`config.mk`:
```
export PLATFORM = sky130hd
export DESIGN_NAME = hood_mode_ctrl
export DESIGN_NICKNAME = d
export VERILOG_FILES = /design/src/rtl/hood_pkg.sv /design/src/rtl/btn_edge.sv /design/src/rtl/hood_mode_ctrl.sv
export SDC_FILE = /design/constraint.sdc
export NUM_CORES = 1
export LEC_CHECK = 0
export BUFFER_PORTS_ARGS = -buffer_cell sky130_fd_sc_hd__buf_2
export CAP_MARGIN = 10
export CORE_ASPECT_RATIO = 1.75
export CORE_MARGIN = 5
export CORE_UTILIZATION = 47
export DETAILED_ROUTE_END_ITERATION = 10
export SLEW_MARGIN = 20
export SYNTH_ARGS = -nofsm -noshare
export SYNTH_HDL_FRONTEND = slang
export SYNTH_SLANG_ARGS = --single-unit
```
`constraint.sdc`:
```
create_clock -name clk -period 2.4 [get_ports clk]
set_clock_uncertainty 0.05 [all_clocks]
set_input_delay 0.48 -clock clk [delete_from_list [all_inputs] [get_ports clk]]
set_output_delay 0.48 -clock clk [all_outputs]
set_load 0.05 [all_outputs]
```
`src/rtl/hood_pkg.sv`:
```
// Shared definitions for the kitchen-hood mode controller.
//   - FSM state encoding, mode_state encodings, one-hot LED patterns
//   - button index map for the conditioned button vector
//   - default timing parameters
//   - mode_of / led_of: map an FSM state to its mode_state / LED pattern
package hood_pkg;

    localparam int DEF_TICK_DIV    = 100000000;
    localparam int DEF_HURRICANE_S = 60;
    localparam int DEF_EXIT_S      = 60;
    localparam int DEF_CLEAN_S     = 180;

    localparam int NUM_BTN   = 5;
    localparam int BTN_MENU  = 0;
    localparam int BTN_MODE1 = 1;
    localparam int BTN_MODE2 = 2;
    localparam int BTN_MODE3 = 3;
    localparam int BTN_CLEAN = 4;

    localparam logic [2:0] MODE_STANDBY = 3'b000;
    localparam logic [2:0] MODE_GEAR1   = 3'b001;
    localparam logic [2:0] MODE_GEAR2   = 3'b010;
    localparam logic [2:0] MODE_GEAR3   = 3'b011;
    localparam logic [2:0] MODE_CLEAN   = 3'b100;

    localparam logic [4:0] LED_STANDBY = 5'b00001;
    localparam logic [4:0] LED_GEAR1   = 5'b00010;
    localparam logic [4:0] LED_GEAR2   = 5'b00100;
    localparam logic [4:0] LED_GEAR3   = 5'b01000;
    localparam logic [4:0] LED_CLEAN   = 5'b10000;

    typedef enum logic [2:0] {
        ST_STANDBY,
        ST_GEAR1,
        ST_GEAR2,
        ST_GEAR3,
        ST_EXIT_WAIT,
        ST_CLEAN
    } state_e;

    // EXIT_WAIT shows as gear 3: the fan is still running at full speed.
    function automatic logic [2:0] mode_of(state_e s);
        case (s)
            ST_GEAR1:     mode_of = MODE_GEAR1;
            ST_GEAR2:     mode_of = MODE_GEAR2;
            ST_GEAR3:     mode_of = MODE_GEAR3;
            ST_EXIT_WAIT: mode_of = MODE_GEAR3;
            ST_CLEAN:     mode_of = MODE_CLEAN;
            default:      mode_of = MODE_STANDBY;
        endcase
    endfunction

    function automatic logic [4:0] led_of(state_e s);
        case (s)
            ST_GEAR1:     led_of = LED_GEAR1;
            ST_GEAR2:     led_of = LED_GEAR2;
            ST_GEAR3:     led_of = LED_GEAR3;
            ST_EXIT_WAIT: led_of = LED_GEAR3;
            ST_CLEAN:     led_of = LED_CLEAN;
            default:      led_of = LED_STANDBY;
        endcase
    endfunction

endpackage

```
`src/rtl/btn_edge.sv`:
```
// Button conditioner: 2-FF synchroniser, previous-level flop, registered
// rising-edge pulse.
//   clk, rst (async, active-low)
//   btn_raw : raw asynchronous button level
//   edge_o  : one-cycle pulse, high after the third clk edge that sees the
//             button high, so the consumer acts on the fourth edge
module btn_edge (
    input  logic clk,
    input  logic rst,
    input  logic btn_raw,
    output logic edge_o
);

    logic sync1_q, sync2_q, prev_q, pls_q;
    logic pls_d;

    always_comb pls_d = sync2_q & ~prev_q;

    always_ff @(posedge clk or negedge rst) begin
        if (!rst) begin
            sync1_q <= 1'b0;
            sync2_q <= 1'b0;
            prev_q  <= 1'b0;
            pls_q   <= 1'b0;
        end else begin
            sync1_q <= btn_raw;
            sync2_q <= sync1_q;
            prev_q  <= sync2_q;
            pls_q   <= pls_d;
        end
    end

    assign edge_o = pls_q;

endmodule

```
`src/rtl/hood_mode_ctrl.sv`:
```
// Kitchen-hood mode controller: conditions the mode buttons, runs the
// standby / gear / hurricane / exit-wait / self-clean FSM and owns the
// 1 s tick and the remaining-seconds countdown.
//   clk, rst (async, active-low)
//   machine_state        : 1 = powered on
//   menu/mode1/mode2/mode3/mode_self_clean_btn : raw button levels
//   mode_state  : 000 standby, 001..011 gears, 100 self-clean
//   exit_wait   : post-hurricane run-down active
//   remain_s    : seconds left in timed states, 0 otherwise
//   clean_done  : one-cycle pulse at the end of self-clean
//   led         : one-hot mode LEDs
module hood_mode_ctrl import hood_pkg::*; #(
    parameter int TICK_DIV    = DEF_TICK_DIV,
    parameter int HURRICANE_S = DEF_HURRICANE_S,
    parameter int EXIT_S      = DEF_EXIT_S,
    parameter int CLEAN_S     = DEF_CLEAN_S
) (
    input  logic       clk,
    input  logic       rst,
    input  logic       machine_state,
    input  logic       menu_btn,
    input  logic       mode1_btn,
    input  logic       mode2_btn,
    input  logic       mode3_btn,
    input  logic       mode_self_clean_btn,
    output logic [2:0] mode_state,
    output logic       exit_wait,
    output logic [7:0] remain_s,
    output logic       clean_done,
    output logic [4:0] led
);

    localparam int CW = (TICK_DIV > 1) ? $clog2(TICK_DIV) : 1;

    if (HURRICANE_S < 1 || HURRICANE_S > 255 || EXIT_S < 1 || EXIT_S > 255 ||
        CLEAN_S < 1 || CLEAN_S > 255 || TICK_DIV < 1) begin : g_bad_param
        $error("hood_mode_ctrl: durations must be 1..255 and TICK_DIV >= 1");
    end

    logic [NUM_BTN-1:0] btn_raw, btn_pls;

    assign btn_raw = {mode_self_clean_btn, mode3_btn, mode2_btn, mode1_btn, menu_btn};

    for (genvar i = 0; i < NUM_BTN; i++) begin : g_btn
        btn_edge u_btn (
            .clk    (clk),
            .rst    (rst),
            .btn_raw(btn_raw[i]),
            .edge_o (btn_pls[i])
        );
    end

    state_e        state_q, state_d;
    logic [CW-1:0] tick_cnt_q, tick_cnt_d;
    logic [7:0]    remain_q, remain_d;
    logic          armed_q, armed_d;
    logic          hur_used_q, hur_used_d;
    logic          done_q, done_d;
    logic [2:0]    mode_q, mode_d;
    logic [4:0]    led_q, led_d;
    logic          exit_q, exit_d;
    logic          tick;

    assign tick = (tick_cnt_q == CW'(TICK_DIV - 1));

    // State register (all flops of the block)
    always_ff @(posedge clk or negedge rst) begin
        if (!rst) begin
            state_q    <= ST_STANDBY;
            tick_cnt_q <= '0;
            remain_q   <= '0;
            armed_q    <= 1'b0;
            hur_used_q <= 1'b0;
            done_q     <= 1'b0;
            mode_q     <= MODE_STANDBY;
            led_q      <= LED_STANDBY;
            exit_q     <= 1'b0;
        end else begin
            state_q    <= state_d;
            tick_cnt_q <= tick_cnt_d;
            remain_q   <= remain_d;
            armed_q    <= armed_d;
            hur_used_q <= hur_used_d;
            done_q     <= done_d;
            mode_q     <= mode_d;
            led_q      <= led_d;
            exit_q     <= exit_d;
        end
    end

    // Next-state logic. The if/else chains give menu > mode3 > mode2 >
    // mode1 > clean: a higher edge that is ignored still masks lower ones.
    always_comb begin
        state_d    = state_q;
        remain_d   = remain_q;
        armed_d    = armed_q;
        hur_used_d = hur_used_q;
        done_d     = 1'b0;

        if (!machine_state) begin
            state_d    = ST_STANDBY;
            remain_d   = '0;
            armed_d    = 1'b0;
            hur_used_d = 1'b0;
        end else begin
            case (state_q)
                ST_STANDBY: begin
                    if (btn_pls[BTN_MENU]) begin
                        armed_d = ~armed_q;
                    end else if (armed_q) begin
                        if (btn_pls[BTN_MODE3]) begin
                            if (!hur_used_q) begin
                                state_d    = ST_GEAR3;
                                remain_d   = 8'(HURRICANE_S);
                                hur_used_d = 1'b1;
                                armed_d    = 1'b0;
                            end
                        end else if (btn_pls[BTN_MODE2]) begin
                            state_d = ST_GEAR2;
                            armed_d = 1'b0;
                        end else if (btn_pls[BTN_MODE1]) begin
                            state_d = ST_GEAR1;
                            armed_d = 1'b0;
                        end else if (btn_pls[BTN_CLEAN]) begin
                            state_d  = ST_CLEAN;
                            remain_d = 8'(CLEAN_S);
                            armed_d  = 1'b0;
                        end
                    end
                end
                ST_GEAR1, ST_GEAR2: begin
                    if (btn_pls[BTN_MENU]) begin
                        state_d = ST_STANDBY;
                    end else if (btn_pls[BTN_MODE3]) begin
                        if (!hur_used_q) begin
                            state_d    = ST_GEAR3;
                            remain_d   = 8'(HURRICANE_S);
                            hur_used_d = 1'b1;
                        end
                    end else if (btn_pls[BTN_MODE2]) begin
                        state_d = ST_GEAR2;
                    end else if (btn_pls[BTN_MODE1]) begin
                        state_d = ST_GEAR1;
                    end
                end
                ST_GEAR3: begin
                    if (btn_pls[BTN_MENU]) begin
                        state_d  = ST_EXIT_WAIT;
                        remain_d = 8'(EXIT_S);
                    end else if (tick) begin
                        if (remain_q <= 8'd1) begin
                            state_d  = ST_GEAR2;
                            remain_d = '0;
                        end else begin
                            remain_d = remain_q - 8'd1;
                        end
                    end
                end
                ST_EXIT_WAIT: begin
                    if (tick) begin
                        if (remain_q <= 8'd1) begin
                            state_d  = ST_STANDBY;
                            remain_d = '0;
                        end else begin
                            remain_d = remain_q - 8'd1;
                        end
                    end
                end
                ST_CLEAN: begin
                    if (tick) begin
                        if (remain_q <= 8'd1) begin
                            state_d  = ST_STANDBY;
                            remain_d = '0;
                            done_d   = 1'b1;
                        end else begin
                            remain_d = remain_q - 8'd1;
                        end
                    end
                end
                default: begin
                    state_d  = ST_STANDBY;
                    remain_d = '0;
                end
            endcase
        end

        // Restart the second counter on every state change so the first
        // decrement lands exactly TICK_DIV cycles after entry.
        if (state_d != state_q || tick) tick_cnt_d = '0;
        else                            tick_cnt_d = tick_cnt_q + CW'(1);
    end

    // Output logic: decoded from the next state so outputs flip together
    // with the state register.
    always_comb begin
        mode_d = mode_of(state_d);
        led_d  = led_of(state_d);
        exit_d = (state_d == ST_EXIT_WAIT);
    end

    assign mode_state = mode_q;
    assign exit_wait  = exit_q;
    assign remain_s   = remain_q;
    assign clean_done = done_q;
    assign led        = led_q;

endmodule

```
Yosys cells after proc, flatten, opt, wreduce, memory -nomap -nowiden
Cells that the tools add are included.
{ "totals": {"memories": 0, "latch_bits": 0, "register_bits": 70, "mem_bits_rw": 0, "mem_bits_ro": 0, "output_inout_bits": 18} }
{ "op_classes": {"n_div": 0, "magnitude_cmp": 1, "n_eq_ne": 21, "shifts": 0, "n_addsub": 2, "muxes": 54, "bitwise": 11, "n_reduce_logical": 7, "n_mul": 0} }
{ "ops": {"columns": ["operator", "count"], "rows": [
  ["two-way mux 8 bit", 13],
  ["two-way mux 3 bit", 17],
  ["one-hot mux 8 bit (4 select lines)", 1],
  ["adder 27 x 1 -> 27 bit, second input constant", 1],
  ["== test 27 bit, second input constant", 1],
  ["two-way mux 27 bit", 1],
  ["one-hot mux 3 bit (4 select lines)", 2],
  ["one-hot mux 5 bit (4 select lines)", 1],
  ["two-way mux 1 bit", 18],
  ["== test 3 x 2 -> 1 bit, second input constant", 4],
  ["== test 3 bit, second input constant", 4],
  ["inequality test 3 bit, second input constant", 3],
  ["less-or-equal comparator 8 x 1 -> 1 bit, second input constant", 1],
  ["inequality test 4 x 3 -> 1 bit, second input constant", 2],
  ["subtractor 8 x 1 -> 8 bit, second input constant", 1],
  ["AND reduction 7 bit", 1],
  ["== test 3 x 1 -> 1 bit, second input constant", 2],
  ["NOT 1 bit", 6],
  ["OR reduction 2 bit", 3],
  ["bitwise AND 1 bit", 5],
  ["inequality test 4 x 2 -> 1 bit, second input constant", 1],
  ["AND reduction 4 bit", 1],
  ["logical NOT 3 bit", 1],
  ["inequality test 3 x 1 -> 1 bit, second input constant", 1],
  ["other kinds (5)", 5]
]} }

Depth between registers and ports, before layout
{ "logic_depth": {"ltp_word": 11, "ltp_mapped": 8, "ltp_nobuf": 8} }

Cells and area by module
From an unflattened synthesis, not the netlist that was laid out.
{ "unflattened": {"cells_unflattened": 358, "hier_area_um2": 3465.8} }
{ "by_module_without_submodules": {"columns": ["module", "n_inst", "cells_per_inst", "area_each_um2", "seq_area_each_um2"], "rows": [
  ["hood_mode_ctrl", 1, 333, 2896.5, 1227.4],
  ["btn_edge", 5, 5, 113.9, 100.1]
]} }

Worst setup path before layout
Ideal clock, no wire load.
{ "synth_path": {"path_type": "register to register", "start": "register remain_q[0] (netlist: remain_s[0])", "end": "register remain_q[7] (netlist: remain_s[7])", "required_time_ps": 2272, "n_path_buf": 1, "period_less_slack_ps": 2447, "t_arrival_ps": 2319, "path_stages_with_launch": 9, "path_slack_ps": -47, "path_cell_list": "dfrtp_1 -> inv_1 -> ha_1 -> or2_2 -> and3_1 -> clkbuf_1 -> nor4_1 -> a31oi_1 -> o2bb2ai_1"} }
{ "synth_via": {"elab_chain_cells": 6, "elab_cells_between_ends": 7, "cone_classes": "add/sub: 1; order compare: 1; mux: 5"} }
{ "synth_rtl": {"columns": ["element", "line_no", "source"], "rows": [
  ["from (decl)", "hood_mode_ctrl.sv:55", "logic [7:0] remain_q, remain_d;"],
  ["from (signal assigned)", "hood_mode_ctrl.sv:81", "remain_q <= remain_d;"],
  ["subtractor 8 x 1 -> 8 bit / less-or-equal comparator 8 x 1 -> 1 bit (equally long branches)", null, null],
  ["two-way mux 8 bit *", "hood_mode_ctrl.sv:151, hood_mode_ctrl.sv:161, hood_mode_ctrl.sv:171", null],
  ["two-way mux 8 bit *", "hood_mode_ctrl.sv:150", "end else if (tick) begin"],
  ["two-way mux 8 bit", "hood_mode_ctrl.sv:147", "if (btn_pls[BTN_MENU]) begin"],
  ["one-hot mux 8 bit (4 select lines) *", "hood_mode_ctrl.sv:106", "case (state_q)"],
  ["two-way mux 8 bit *", "hood_mode_ctrl.sv:100", "if (!machine_state) begin"]
]} }
Every way passes the cells marked *; elsewhere a longest branch is shown, timed or not.
A chain may end at the register's enable or synchronous reset.

Final worst setup path
Same ends and word-level chain as after synthesis.

==> flow_metrics.env <==
export IMPL_p_comb_share_pct=14.7
export IMPL_max_freq_ghz=0.4592
export IMPL_tritoncts="done"
export IMPL_cp_required_ps=2610
export IMPL_layout_common_cells="66 x dfrtp_1, 26 x nor2_1, 25 x buf_2, 21 x nand2_1, 19 x nor3_1"
export IMPL_p_clk_share_pct=41.9
export IMPL_post_cts_setup_buffers=0
export IMPL_vias_per_cell=5.958
export IMPL_synthArstFlopShare_pct=100.0
export IMPL_port_buffers=25
export IMPL_cp_arrival_ps=2390
export IMPL_finalMaxSlewViolations=0
export IMPL_ys_types=77
export IMPL_setup_tns_ps=0
export IMPL_critPathKind="flip-flop to flip-flop"
export IMPL_timing_final_ws_setup_ps=222.3
export IMPL_synth_edf_count=0
export IMPL_core_area_um2=7620
export IMPL_antenna_found_initial=0
export IMPL_final_setup_viol_count=0
export IMPL_rsz0062_at_grt="false"
export IMPL_fp_dieW_um=77.03
export IMPL_stdcell_count=477
export IMPL_ios=26
export IMPL_pre_cts_slack_ps=150.5
export IMPL_dpl_cell_count=461
export IMPL_vias=2842
export IMPL_worst_pin_slew_ps=496.6
export IMPL_clock_path_buffers=2
export IMPL_yosys_warnings=0
export IMPL_dp_hpwl_um=6057
export IMPL_max_slew_margin_pct=66.89
export IMPL_end_kind="flip-flop"
export IMPL_overflow=0
export IMPL_worst_r2r_cell_count=7
export IMPL_p_leak_nw=1.862
export IMPL_grt_pass1_vias=2947
export IMPL_ir_worst_vdd_mv=0.5292
export IMPL_clk_latency_ps=340
export IMPL_nFillCells=669
export IMPL_rows=42
export IMPL_crit_fanout=7
export IMPL_synth_ff_type="dfrtp_1"
export IMPL_hold_violations=0
export IMPL_die_height_um=127.3
export IMPL_fin_crit_sh_pct=90.74
export IMPL_power_frac_seq_pct=43.5
export IMPL_clock_sinks=69
export IMPL_hold_class="input port to asynchronous set/reset pin"
export IMPL_routed_wl_um=8269
export IMPL_fin_util_pct=55.47
export IMPL_antenna_cells=0
export IMPL_status="completed"
export IMPL_avgRoutedWirePerCell_um=17.34
export IMPL_syn_mean_instance_area_um2=10.53
export IMPL_p_int_mw=2.145
export IMPL_die_area_um2=9805
export IMPL_power_density_nw_per_um2=731.6
export IMPL_clock_root_buffer="clkbuf_16"
export IMPL_detail_route_antenna_nets=0
export IMPL_ys_seq_area_share_pct=46.77
export IMPL_nNetsFinal=395
export IMPL_critical_path_startpoint_type="flip-flop"
export IMPL_syn_nets=362
export IMPL_grt_pass1_wl_um=14370
export IMPL_route_detailed_drc=0
export IMPL_gp_congestion=0.9190
export IMPL_p_switching_mw=0.9470
export IMPL_synth_area_um2=3695
export IMPL_swShare_pct=30.62
export IMPL_htreeDepth=3
export IMPL_drv_cap=0
export IMPL_drt_iter0_drc=195
export IMPL_final_common_cell="dfrtp_1"
export IMPL_drive_gt1_share_pct=25.45
export IMPL_clk_pin_slew_ps=60
export IMPL_grt_use_total_pct=18.33
export IMPL_cts_buffers=9
export IMPL_ys_seq_elements=69
export IMPL_fin_crit_ps=2178
export IMPL_first_pass_iters=4
export IMPL_area_growth_pct=14.39
export IMPL_synth_cells=351
export IMPL_grt_max_degree=49
export IMPL_initial_core_util_pct=48.49
-- final timing paths --
| path | from | end | slack, ps |
|---|---|---|---|
| setup / recovery | remain_s[0] | remain_s[7] | 220 |
| hold / removal | rst | mode_state[0] | 50 |
| setup reg to reg | remain_s[0] | remain_s[7] | 220 |
| hold reg to reg | g_btn[1].u_btn.sync1_q | g_btn[1].u_btn.sync2_q | 290 |
| max in group asynchronous | rst | remain_s[1] | 1590 |
| min in group clk | mode2_btn | g_btn[2].u_btn.sync1_q | 200 |
-- registers in the layout, summed over array words and instances (netlist names), 2 cells and up --
name and cells:
g_btn.u_btn.edge_o 5, g_btn.u_btn.sync2_q 5, tick_cnt_q 27, remain_s 8
mode_state 2, g_btn.u_btn.prev_q 5, state_q 3, g_btn.u_btn.sync1_q 5
led 5
-- final cells by class --
cell class	count	area, um^2	share of cell area, %
clock inverters	7	73.82	1.747
multi-input cells	257	1809	42.81
flip-flops and latches	69	1730	40.94
clock buffers	9	225.2	5.329
repair buffers	37	240.2	5.684
well taps	88	110.1	2.605
inverters	10	37.54	0.8881
-- power by group through the flow --
stage	Clock (mW)	Sequential, mW	Combinational [mW]
2_1_floorplan	0	1.40	0.293
5_1_grt	1.39	1.36	0.504
6_report	1.29	1.34	0.453
3_3_place_gp	0	1.36	0.450
4_1_cts	1.34	1.34	0.459
3_5_place_dp	0	1.36	0.458
-- worst max-delay path, cell delays in order, from the launching register on --
cell and delay, ps:
dfrtp_2 410, inv_1 70, ha_1 240, or2_2 320, and3_1 280, nor4_2 440, a31oi_1 140, o2bb2ai_1 140
-- logic make-up after synthesis --
logic type,count (synthesis),share of synthesized area (%)
multiplexers,1,0.2709
buffers and inverters,25,4.436
flip-flops,69,46.77
AO/OA/AOI/OAI,64,14.26
adder cells (fa/ha/maj),3,1.016
XOR/XNOR,26,6.163
AND/OR/NAND/NOR,163,27.09
-- Yosys cell counts (5+ instances only) --
cell      instances  area share, %
nand4_1          10            1.7
dfrtp_1          68             46
nand3_1          14            1.9
buf_2             5           0.68
nand2_1          21            2.1
nor2b_1           6            1.0
nor4_1            7            1.2
xnor2_1          17            4.0
o21ai_0           7           0.95
nor3_1           19            2.6
xor2_1            9            2.1
inv_1             9           0.91
nand2b_1          6            1.0
and3_1            6            1.0
a21o_1            5            1.0
nor2_2           12            2.0
nor2_1           26            2.6
nor3_2            9            2.4
-- what timing repair did --
action / in CTS / in global routing
hold buffers: 0 / 0
setup endpoints to repair: 0 / 2
gates resized for setup: 0 / 1
-- per-layer routing --
| layer | wire [um] | part of all wire [%] | track usage (%) | vias up |
|---|---|---|---|---|
| li1 | - | - | - | 1353 |
| met1 | 3295 | 40 | 20.73 | 1418 |
| met2 | 4461 | 54 | 31.50 | 51 |
| met3 | 234 | 2.8 | 4.366 | 20 |
| met4 | 278 | 3.4 | 10.02 | 0 |
| met5 | 0 | 0 | 0 | - |
-- stage by stage --
stage,hold WS [ps],power (mW),cell area (um^2)
2_1_floorplan,134.4,1.691,3697
3_3_place_gp,281.8,1.812,3921
3_5_place_dp,285.5,1.821,3921
4_1_cts,54.21,3.139,4220
5_1_grt,77.15,3.258,4227
6_report,51.79,3.092,4227
(Power assumes the default switching activity.)
